`src/rtl/serial_ram_loader_pkg.sv`:
```
// Shared definitions for the serial RAM loader and the TitleDrawer side:
// FSM state encoding, command opcodes and reply bytes.
package serial_ram_loader_pkg;

  typedef enum logic [2:0] {
    IDLE   = 3'd0,
    ADDR_H = 3'd1,
    ADDR_L = 3'd2,
    COUNT  = 3'd3,
    DATA_H = 3'd4,
    DATA_L = 3'd5,
    WRITE  = 3'd6,
    REPLY  = 3'd7
  } loaderState_e;

  localparam logic [7:0] OP_WRITE    = 8'h57;
  localparam logic [7:0] OP_BURST    = 8'h42;
  localparam logic [7:0] ACK_DEFAULT = 8'h06;
  localparam logic [7:0] NAK_DEFAULT = 8'h15;

endpackage

```
`src/rtl/serial_ram_loader_if.sv`:
```
// Bus bundle between the loader (master) and the Receiver / RAM write port /
// Messenger (slave).
interface serial_ram_loader_if;

  logic [7:0]  rxData;
  logic        rxReady;
  logic        ramEnable;
  logic        ramWrite;
  logic [15:0] ramAddr;
  logic [15:0] ramDataW;
  logic [7:0]  txData;
  logic        txSend;
  logic        txReady;

  // rxReady: each rising edge offers one byte, rxData stable while high.
  // txSend/txReady: txSend and txData are held until txReady falls (accepted).
  modport master (
    input  rxData, rxReady, txReady,
    output ramEnable, ramWrite, ramAddr, ramDataW, txData, txSend
  );

  modport slave (
    output rxData, rxReady, txReady,
    input  ramEnable, ramWrite, ramAddr, ramDataW, txData, txSend
  );

endinterface

```
`src/rtl/serial_ram_loader_sync_edge.sv`:
```
// Multi-flop synchronizer for BCLK-domain levels, plus a variant that adds a
// rising-edge pulse on the synchronized level.
module sync_flops #(
    parameter int STAGES = 2
) (
    input  logic clk,
    input  logic rst,
    input  logic d,
    output logic q
);

    logic [STAGES-1:0] chain;

    always_ff @(posedge clk or posedge rst) begin
        if (rst) chain <= '0;
        else     chain <= STAGES'({chain, d});
    end

    assign q = chain[STAGES-1];

endmodule

module sync_edge #(
    parameter int STAGES = 2
) (
    input  logic clk,
    input  logic rst,
    input  logic d,
    output logic level,
    output logic rise
);

    logic prev;

    sync_flops #(.STAGES(STAGES)) u_sync (
        .clk (clk),
        .rst (rst),
        .d   (d),
        .q   (level)
    );

    always_ff @(posedge clk or posedge rst) begin
        if (rst) prev <= 1'b0;
        else     prev <= level;
    end

    assign rise = level & ~prev;

endmodule

```
`src/rtl/serial_ram_loader.sv`:
```
// Parses 'W'/'B' byte commands from the Receiver, writes 16-bit words into RAM
// and answers ACK/NAK via the Messenger. Optional macro: LOADER_TIMEOUT_EN.
module serial_ram_loader
  import serial_ram_loader_pkg::*;
#(
    parameter int          SYNC_STAGES = 2,
    parameter logic [7:0]  ACK_BYTE    = ACK_DEFAULT,
    parameter logic [7:0]  NAK_BYTE    = NAK_DEFAULT
`ifdef LOADER_TIMEOUT_EN
   ,parameter logic [23:0] TIMEOUT_CYCLES = 24'd5_000_000
`endif
) (
    input  logic                 CLK,
    input  logic                 RESET,
    serial_ram_loader_if.master  bus,
    output logic                 busy,
    output logic [15:0]          wordCount,
    output loaderState_e         dbgState
);

    loaderState_e state, stateNxt;
    logic         burst, burstNxt;
    logic [15:0]  addrReg, addrNxt;
    logic [7:0]   dataHReg, dataHNxt;
    logic [8:0]   remaining, remNxt;
    logic [7:0]   replyByte, replyNxt;
    logic         weQ, weNxt;
    logic [15:0]  ramAddrQ, ramAddrNxt, ramDataQ, ramDataNxt;
    logic [7:0]   txDataQ, txDataNxt;
    logic         txSendQ, txSendNxt;
    logic [15:0]  wordCountQ, wordNxt;
    logic         rxLevel, rxStrobe, txReadySync, timedOut;

    sync_edge #(.STAGES(SYNC_STAGES)) u_rxSync (
        .clk   (CLK),
        .rst   (RESET),
        .d     (bus.rxReady),
        .level (rxLevel),
        .rise  (rxStrobe)
    );

    sync_flops #(.STAGES(SYNC_STAGES)) u_txSync (
        .clk (CLK),
        .rst (RESET),
        .d   (bus.txReady),
        .q   (txReadySync)
    );

`ifdef LOADER_TIMEOUT_EN
    logic [23:0] gapCnt;
    logic        inField;

    assign inField = state inside {ADDR_H, ADDR_L, COUNT, DATA_H, DATA_L};

    always_ff @(posedge CLK or posedge RESET) begin
        if (RESET)                        gapCnt <= '0;
        else if (rxStrobe || !inField)    gapCnt <= '0;
        else if (gapCnt != TIMEOUT_CYCLES) gapCnt <= gapCnt + 24'd1;
    end

    // A byte arriving on the deadline cycle still wins over the timeout.
    assign timedOut = inField && !rxStrobe && (gapCnt == TIMEOUT_CYCLES);
`else
    assign timedOut = 1'b0;
`endif

    always_comb begin
        stateNxt   = state;
        burstNxt   = burst;
        addrNxt    = addrReg;
        dataHNxt   = dataHReg;
        remNxt     = remaining;
        replyNxt   = replyByte;
        weNxt      = 1'b0;
        ramAddrNxt = ramAddrQ;
        ramDataNxt = ramDataQ;
        txDataNxt  = txDataQ;
        txSendNxt  = txSendQ;
        wordNxt    = wordCountQ;
        case (state)
            IDLE: if (rxStrobe) begin
                if (bus.rxData == OP_WRITE) begin
                    burstNxt = 1'b0;
                    stateNxt = ADDR_H;
                end else if (bus.rxData == OP_BURST) begin
                    burstNxt = 1'b1;
                    stateNxt = ADDR_H;
                end else begin
                    replyNxt = NAK_BYTE;
                    stateNxt = REPLY;
                end
            end
            ADDR_H: if (rxStrobe) begin
                addrNxt[15:8] = bus.rxData;
                stateNxt      = ADDR_L;
            end
            ADDR_L: if (rxStrobe) begin
                addrNxt[7:0] = bus.rxData;
                stateNxt     = burst ? COUNT : DATA_H;
            end
            COUNT: if (rxStrobe) begin
                remNxt   = (bus.rxData == 8'd0) ? 9'd256 : {1'b0, bus.rxData};
                stateNxt = DATA_H;
            end
            DATA_H: if (rxStrobe) begin
                dataHNxt = bus.rxData;
                stateNxt = DATA_L;
            end
            DATA_L: if (rxStrobe) begin
                // RAM outputs are registered, so they are valid exactly in WRITE.
                weNxt      = 1'b1;
                ramAddrNxt = addrReg;
                ramDataNxt = {dataHReg, bus.rxData};
                stateNxt   = WRITE;
            end
            WRITE: begin
                wordNxt = wordCountQ + 16'd1;
                if (burst && remaining > 9'd1) begin
                    remNxt   = remaining - 9'd1;
                    addrNxt  = addrReg + 16'd1;
                    stateNxt = DATA_H;
                end else begin
                    replyNxt = ACK_BYTE;
                    stateNxt = REPLY;
                end
            end
            REPLY: begin
                if (!txSendQ && txReadySync) begin
                    txSendNxt = 1'b1;
                    txDataNxt = replyByte;
                end else if (txSendQ && !txReadySync) begin
                    txSendNxt = 1'b0;
                    stateNxt  = IDLE;
                end
            end
            default: stateNxt = IDLE;
        endcase
        if (timedOut) begin
            replyNxt = NAK_BYTE;
            stateNxt = REPLY;
        end
    end

    always_ff @(posedge CLK or posedge RESET) begin
        if (RESET) begin
            state      <= IDLE;
            burst      <= 1'b0;
            addrReg    <= '0;
            dataHReg   <= '0;
            remaining  <= '0;
            replyByte  <= '0;
            weQ        <= 1'b0;
            ramAddrQ   <= '0;
            ramDataQ   <= '0;
            txDataQ    <= '0;
            txSendQ    <= 1'b0;
            wordCountQ <= '0;
        end else begin
            state      <= stateNxt;
            burst      <= burstNxt;
            addrReg    <= addrNxt;
            dataHReg   <= dataHNxt;
            remaining  <= remNxt;
            replyByte  <= replyNxt;
            weQ        <= weNxt;
            ramAddrQ   <= ramAddrNxt;
            ramDataQ   <= ramDataNxt;
            txDataQ    <= txDataNxt;
            txSendQ    <= txSendNxt;
            wordCountQ <= wordNxt;
        end
    end

    assign bus.ramEnable = weQ;
    assign bus.ramWrite  = weQ;
    assign bus.ramAddr   = ramAddrQ;
    assign bus.ramDataW  = ramDataQ;
    assign bus.txData    = txDataQ;
    assign bus.txSend    = txSendQ;
    assign busy          = (state != IDLE);
    assign wordCount     = wordCountQ;
    assign dbgState      = state;

endmodule

```
`src/flat_wrapper.sv`:
```
// flat-port wrapper written by rule: the top's interface ports become plain ports
module serial_ram_loader_flat import serial_ram_loader_pkg::*;
#(
    parameter int          SYNC_STAGES = 2,
    parameter logic [7:0]  ACK_BYTE    = ACK_DEFAULT,
    parameter logic [7:0]  NAK_BYTE    = NAK_DEFAULT

)
  (CLK, RESET, busy, wordCount, dbgState, bus_rxData, bus_rxReady, bus_txReady, bus_ramEnable, bus_ramWrite, bus_ramAddr, bus_ramDataW, bus_txData, bus_txSend);
  serial_ram_loader_if bus_i ();
  input  logic CLK;
  input  logic RESET;
  output logic busy;
  output logic [15:0] wordCount;
  output loaderState_e dbgState;
  input wire logic [$bits(bus_i.rxData)-1:0] bus_rxData;
  input wire logic [$bits(bus_i.rxReady)-1:0] bus_rxReady;
  input wire logic [$bits(bus_i.txReady)-1:0] bus_txReady;
  output wire logic [$bits(bus_i.ramEnable)-1:0] bus_ramEnable;
  output wire logic [$bits(bus_i.ramWrite)-1:0] bus_ramWrite;
  output wire logic [$bits(bus_i.ramAddr)-1:0] bus_ramAddr;
  output wire logic [$bits(bus_i.ramDataW)-1:0] bus_ramDataW;
  output wire logic [$bits(bus_i.txData)-1:0] bus_txData;
  output wire logic [$bits(bus_i.txSend)-1:0] bus_txSend;
  assign bus_i.rxData = bus_rxData;
  assign bus_i.rxReady = bus_rxReady;
  assign bus_i.txReady = bus_txReady;
  assign bus_ramEnable = bus_i.ramEnable;
  assign bus_ramWrite = bus_i.ramWrite;
  assign bus_ramAddr = bus_i.ramAddr;
  assign bus_ramDataW = bus_i.ramDataW;
  assign bus_txData = bus_i.txData;
  assign bus_txSend = bus_i.txSend;
  serial_ram_loader #(.SYNC_STAGES(SYNC_STAGES), .ACK_BYTE(ACK_BYTE), .NAK_BYTE(NAK_BYTE)) u_core (.CLK(CLK), .RESET(RESET), .bus(bus_i), .busy(busy), .wordCount(wordCount), .dbgState(dbgState));
endmodule
```
`config.mk`:
```
export PLATFORM = sky130hd
export DESIGN_NAME = serial_ram_loader_flat
export DESIGN_NICKNAME = d
export VERILOG_FILES = /design/src/rtl/serial_ram_loader_pkg.sv /design/src/rtl/serial_ram_loader_if.sv /design/src/rtl/serial_ram_loader_sync_edge.sv /design/src/rtl/serial_ram_loader.sv /design/src/flat_wrapper.sv
export SDC_FILE = /design/constraint.sdc
export NUM_CORES = 1
export LEC_CHECK = 0
export CAP_MARGIN = 15
export CORE_ASPECT_RATIO = 1.2
export CORE_UTILIZATION = 40
export CTS_CLUSTER_DIAMETER = 100
export CTS_CLUSTER_SIZE = 12
export DETAILED_ROUTE_END_ITERATION = 8
export GPL_ROUTABILITY_DRIVEN = 0
export HOLD_SLACK_MARGIN = 0.02
export SLEW_MARGIN = 0
export SYNTH_ARGS = -nofsm -noshare
export SYNTH_HDL_FRONTEND = slang
export SYNTH_SLANG_ARGS = --single-unit
```
`constraint.sdc`:
```
create_clock -name CLK -period 4.55 [get_ports CLK]
set_input_delay 0.91 -clock CLK [delete_from_list [all_inputs] [get_ports CLK]]
set_output_delay 0.91 -clock CLK [all_outputs]
set_load 0.1 [all_outputs]
```
==> flow_summary.yaml, run 1 <==
critical_path:
  slowest_delay_ns: 1.12
  start_kind: "register"
  path_buf_inv: 1
  cp-end-kind: "output pin"
  cp_slowest_cell: "clkdlybuf4s50_1"
  crit_family: "buffers and inverters"
  required_ns: 3.64
  crit_arrival_ns: 2.35
  path_cells: "or3_1, clkdlybuf4s50_1"
  critical_path_class: "reg -> out"
  worst-path-max-fanout: 18
global_route:
  antenna_found_initial: 0
  grt_max_degree: 46
  gr-total-overflow: 0
  grt_pass1_wl_mm: 16.5
  grt.total_usage_pct: 17.5
  grt_pass1_vias: 3319
sta:
  rsz0062_at_grt: "false"
  period_share_pct: 71.7
  slew_headroom_pct: 33.0
  fmaxAchievable_ghz: 0.307
  fin_crit_ns: 3.26
  maxSlewViolCount: 0
  setup_viol: 0
  worst_pin_slew_ns: 1.00
  hold_violations: 0
  clock_skew_ns: 0.00809
  setup_slack_ns: 1.29
  setup_tns_ns: 0
layout:
  syn2layout_area_growth_pct: 24.4
  diodes: 0
  drive_above_1_share_pct: 16.5
  final_nets: 505
placement:
  dpl.hpwl_mm: 6.58
  post-place-ws_ns: 1.66
  port_buffers: 70
synth:
  synth_edf_count: 0
  syn_area_sq_um: 4650
  synth_async_sr_flop_share_pct: 100
  synth-main-ff-cell: "dfrtp_1"
  avgSynthCellArea_sq_um: 11.0
  synthCells: 424
  synth_area_leaders: "dfrtp_1 (53%), mux2_2 (10%), a21oi_1 (3.7%)"
  ys_types: 56
  synth_top_area_cell: "dfrtp_1"
  synth-seq-cells: 98
  synth_warnings: 0
  synth-seq-area-share_pct: 52.8
  synth_top_area_share_pct: 52.8
cts:
  path_clk_slew_ns: 0.06
  clock-sinks: 98
  htreeDepth: 3
  root_buffer: "clkbuf_16"
  cts_resized: 0
  clk-insertion-delay-late_ns: 0.34
  clk_path_buf_depth: 2
  cts-buffers-inserted: 9
  postCtsHoldBufs: 0
  cts_tree: "yes"
  postCtsSetupRepairBufs: 0
job:
  maxCapViolCount: 0
routing:
  final_antenna_net_count: 0
  post-route-drc-count: 0
  num_vias: 3452
  drt_iter0_markers: 242
  drt-pass1-iter-count: 4
  drt_wl_total_mm: 9.78
  drt-wirelength-per-cell_um: 15.1
  vias_per_cell: 5.34
floorplan:
  die_h_um: 120
  coreArea_sq_um: 11200
  initial_core_util_pct: 41.5
  die_area_sq_um: 12100
  fp-row-count: 42
  boundaryPins: 75
  fp.dieW_um: 100
worst_hold_path:
  hold_class: "reg -> reg"
status:
  status: "finished, final reports clean"
## cell families (layout without fill, tap and decap cells)
logic type / Yosys count / after routing / share of synthesized area (%)
adders and majority gates: 6 / 6 / 1.62
AOI/OAI and AO/OA: 100 / 100 / 14.6
buffers and inverters: 36 / 101 / 4.09
muxes: 42 / 42 / 10.2
DFF: 98 / 98 / 52.8
and+or+nand+nor: 126 / 126 / 13.9
other: 1 / 4 / 0.0807
xor gates and xnor gates: 15 / 15 / 2.83
## worst register-to-register path: cells and delay by family (launching register included)
family,cells,cell delay (ns)
AO/OA/AOI/OAI,4,1.21
flip-flops,1,0.65
buffers and inverters,1,0.29
AND/OR/NAND/NOR,1,0.18
## synthesized netlist by cell type (2+ instances only)
| cell type | n |
|---|---|
| nor2_1 | 30 |
| nand3_1 | 14 |
| buf_2 | 9 |
| a211o_1 | 2 |
| buf_6 | 2 |
| nor3_1 | 11 |
| or3_1 | 2 |
| and3_1 | 5 |
| clkbuf_2 | 2 |
| and2_1 | 3 |
| inv_1 | 10 |
| clkbuf_1 | 5 |
| dfrtp_1 | 98 |
| a31oi_1 | 10 |
| o22ai_1 | 2 |
| o22a_2 | 5 |
| nand4_1 | 6 |
| a21oi_1 | 34 |
| ha_1 | 6 |
| xnor2_1 | 9 |
| a31o_2 | 4 |
| xor2_1 | 6 |
| a21o_1 | 5 |
| nor2b_1 | 2 |
| o21ai_0 | 16 |
| nand2_1 | 34 |
| o22a_1 | 6 |
| o21a_1 | 2 |
| buf_4 | 7 |
| and4_1 | 3 |
| a41oi_1 | 3 |
| nand3b_1 | 2 |
| mux2_2 | 42 |
| nand2b_1 | 5 |
## layout by cell type (no fill, tap or decap), types with 9 or more instances in the layout
master           instances
mux2_2                  42
nor2_1                  30
nand2_1                 34
nor3_1                  11
o21ai_0                 16
nand3_1                 14
a21oi_1                 34
a31oi_1                 10
xnor2_1                  9
clkdlybuf4s50_1         70
clkbuf_16                9
dfrtp_1                 98
inv_1                    9
## final cells by class
class                           instances  area, sq um
Clock inverter                          6          105
Clock buffer                           10          229
Fill cell                            1046         5410
Multi-Input combinational cell        293         2020
Tap cell                              154          193
Timing Repair Buffer                   75          738
Sequential cell                        98         2450
Inverter                               10         40.0
## flip-flops by register name, indices dropped and copies added (netlist names), 2 cells and up
register / flops
u_core.remaining: 9
u_core.u_rxSync.u_sync.chain: 2
u_core.bus.ramAddr: 16
u_core.bus.ramDataW: 16
u_core.wordCount: 16
u_core.u_txSync.chain: 2
u_core.bus.txData: 3
u_core.dbgState: 3
u_core.replyByte: 3
u_core.addrReg: 16
u_core.dataHReg: 8
## layer usage
metal  part of all wire, %  GRT usage (%)  vias to the layer above
li1                      -              -                     1634
met1                    46           22.8                     1727
met2                    48           28.5                       78
met3                   4.7           4.54                       13
met4                   1.4           5.34                        0
met5                     0              0                        -
## path summary, 6_finish.rpt
| path | from | to | slack (ns) | cells after the start |
|---|---|---|---|---|
| max | u_core.dbgState[1]$_DFFE_PP0P_ | busy | 1.29 | 2 |
| min | u_core.u_txSync.chain[0]$_DFF_PP0_ | u_core.u_txSync.chain[1]$_DFF_PP0_ | 0.35 | 0 |
| max reg2reg | u_core.dbgState[0]$_DFFE_PP0P_ | u_core.addrReg[2]$_DFFE_PP0P_ | 2.15 | 6 |
| min reg2reg | u_core.u_txSync.chain[0]$_DFF_PP0_ | u_core.u_txSync.chain[1]$_DFF_PP0_ | 0.35 | 0 |
| max in group asynchronous | RESET | u_core.bus.ramAddr[11]$_DFFE_PP0P_ | 2.79 | 3 |
| min in group asynchronous | RESET | u_core.wordCount[6]$_DFFE_PP0P_ | 0.99 | 2 |
## per-stage QoR
stage               std cells  utilization [%]  instance area [sq um]  hold WS [ns]
finish                    646             51.6                   5780         0.348
global route              646             51.6                   5780         0.354
CTS                       646             51.6                   5780         0.352
detailed placement        630             48.7                   5450         0.336
global placement          630             48.7                   5450         0.332
floorplan                 427                -                   4660         0.331
Power of run 1 is not shown: default switching activity piles up to over one toggle a cycle in this logic, so the estimate is an artifact.
==> run 2, diff against run 1 <==
==> constraint.sdc (replaced) <==
create_clock -name CLK -period 2.81 [get_ports CLK]
set_input_delay 0.562 -clock CLK [delete_from_list [all_inputs] [get_ports CLK]]
set_output_delay 0.562 -clock CLK [all_outputs]
set_load 0.1 [all_outputs]
==> run 2 against run 1 <==
Hold slack improved by 0.0081 ns. Sequential share of layout area increased by 0.74 points. Critical path depth increased by 1. Via count decreased by 0.12%. Non-clock buffer count increased by 5. First-iteration DRC count unchanged. Clock-buffer cell count decreased by 1. Global-route usage increased by 0.71 points. Register-to-register slack got worse by 1.5 ns. Routed wire length increased by 1.1%. Cell count increased by 0.77%.
==> flow_summary.yaml, run 2 (synthesis gave the netlist of run 1 again) <==
global_route:
  gr-total-overflow: 0
  grt_max_degree: 99
  grt_pass1_wl_mm: 17.1
  grt.total_usage_pct: 18.2
  grt_pass1_vias: 3375
  antenna_found_initial: 0
routing:
  drt-wirelength-per-cell_um: 15.2
  final_antenna_net_count: 0
  drt-pass1-iter-count: 4
  drt_iter0_markers: 242
  num_vias: 3448
  vias_per_cell: 5.30
  post-route-drc-count: 0
  drt_wl_total_mm: 9.89
cts:
  cts_tree: "yes"
  htreeDepth: 3
  postCtsSetupRepairBufs: 0
  root_buffer: "clkbuf_16"
  clock-sinks: 98
  path_clk_slew_ns: 0.07
  cts_resized: 0
  postCtsHoldBufs: 0
  clk-insertion-delay-late_ns: 0.34
  cts-buffers-inserted: 9
  clk_path_buf_depth: 2
critical_path:
  critPathMostFrequentCell: "buf_4"
  slowest_delay_ns: 0.50
  required_ns: 2.25
  critical_path_depth: 3
  path_buf_inv: 2
  critical_path_class: "reg -> out"
  worst-path-max-fanout: 10
  start_kind: "register"
  reg2reg_depth: 6
  cp_slowest_cell: "dfrtp_1"
  crit_family: "flip-flops"
  path_cells: "buf_4, or3_1, buf_4"
  cp-end-kind: "output pin"
  crit_arrival_ns: 1.68
sta:
  clock_skew_ns: 0.00572
  maxSlewViolCount: 0
  hold_violations: 0
  setup_viol: 0
  slew_headroom_pct: 56.5
  rsz0062_at_grt: "false"
  worst_pin_slew_ns: 0.650
  period_share_pct: 79.7
  setup_slack_ns: 0.570
  fin_crit_ns: 2.24
  fmaxAchievable_ghz: 0.446
  holdWs_ns: 0.356
  setup_tns_ns: 0
layout:
  register_area_sq_um: 2450
  final_core_util_pct: 50.8
  syn2layout_area_growth_pct: 22.2
  final_nets: 510
  final_common_cell: "dfrtp_1"
  fillers: 1032
  drive_above_1_share_pct: 29.4
  multi_input_area_sq_um: 2020
  diodes: 0
  final_cell_mix: "dfrtp_1 (98), buf_4 (67), mux2_2 (42)"
placement:
  post-place-ws_ns: 0.556
  port_buffers: 70
  dpl.hpwl_mm: 6.79
worst_hold_path:
  min_path_cells: 0
  hold_class: "reg -> reg"
status:
  status: "finished, final reports clean"
job:
  maxCapViolCount: 0
floorplan:
  fp.dieW_um: 100
  die_area_sq_um: 12100
  fp-row-count: 42
  die_h_um: 120
  boundaryPins: 75
  initial_core_util_pct: 41.5
  coreArea_sq_um: 11200
## run 2: cell types whose count changed in the layout (fill, tap and decap cells not counted), moves of 2 or more
cell	previous run	this run
buf_12	0	2
clkinvlp_4	0	3
buf_4	5	67
clkdlybuf4s50_1	70	11
## run 2: final timing paths
| check | from | slack (ns) | endpoint |
|---|---|---|---|
| max | u_core.dbgState[1]$_DFFE_PP0P_ | 0.57 | busy |
| min | u_core.u_txSync.chain[0]$_DFF_PP0_ | 0.36 | u_core.u_txSync.chain[1]$_DFF_PP0_ |
| max reg2reg | u_core.dbgState[1]$_DFFE_PP0P_ | 0.69 | u_core.wordCount[14]$_DFFE_PP0P_ |
| min reg2reg | u_core.u_txSync.chain[0]$_DFF_PP0_ | 0.36 | u_core.u_txSync.chain[1]$_DFF_PP0_ |
| max in group asynchronous | RESET | 1.70 | u_core.bus.ramAddr[8]$_DFFE_PP0P_ |
| min in group asynchronous | RESET | 0.70 | u_core.wordCount[5]$_DFFE_PP0P_ |
## run 2: area by class of cell
type                    count  area share [%]
clock buffers               9            3.96
inverters                  10           0.727
repair buffers             80            11.5
well taps                 154            3.39
clock inverters             7            1.65
multi-input cells         293            35.6
flip-flops and latches     98            43.2
## run 2: routing by layer
| layer | GRT usage [%] | share of wire (%) |
|---|---|---|
| met1 | 25.8 | 47 |
| met2 | 27.7 | 47 |
| met3 | 4.02 | 4.5 |
| met4 | 5.98 | 1.4 |
| met5 | 0 | 0 |
## run 2: stage by stage
step,instance area [sq um],cells
2_1_floorplan,4660,427
3_3_place_gp,5360,635
3_5_place_dp,5360,635
4_1_cts,5680,651
5_1_grt,5680,651
6_report,5680,651
## run 2: worst register-to-register path: cells and delay by family (launching register included)
family | cells | cell delay (ns)
XOR/XNOR | 1 | 0.14
buffers and inverters | 1 | 0.23
flip-flops | 1 | 0.54
AND/OR/NAND/NOR | 4 | 1.10
Power of run 2 is left out for the same reason.
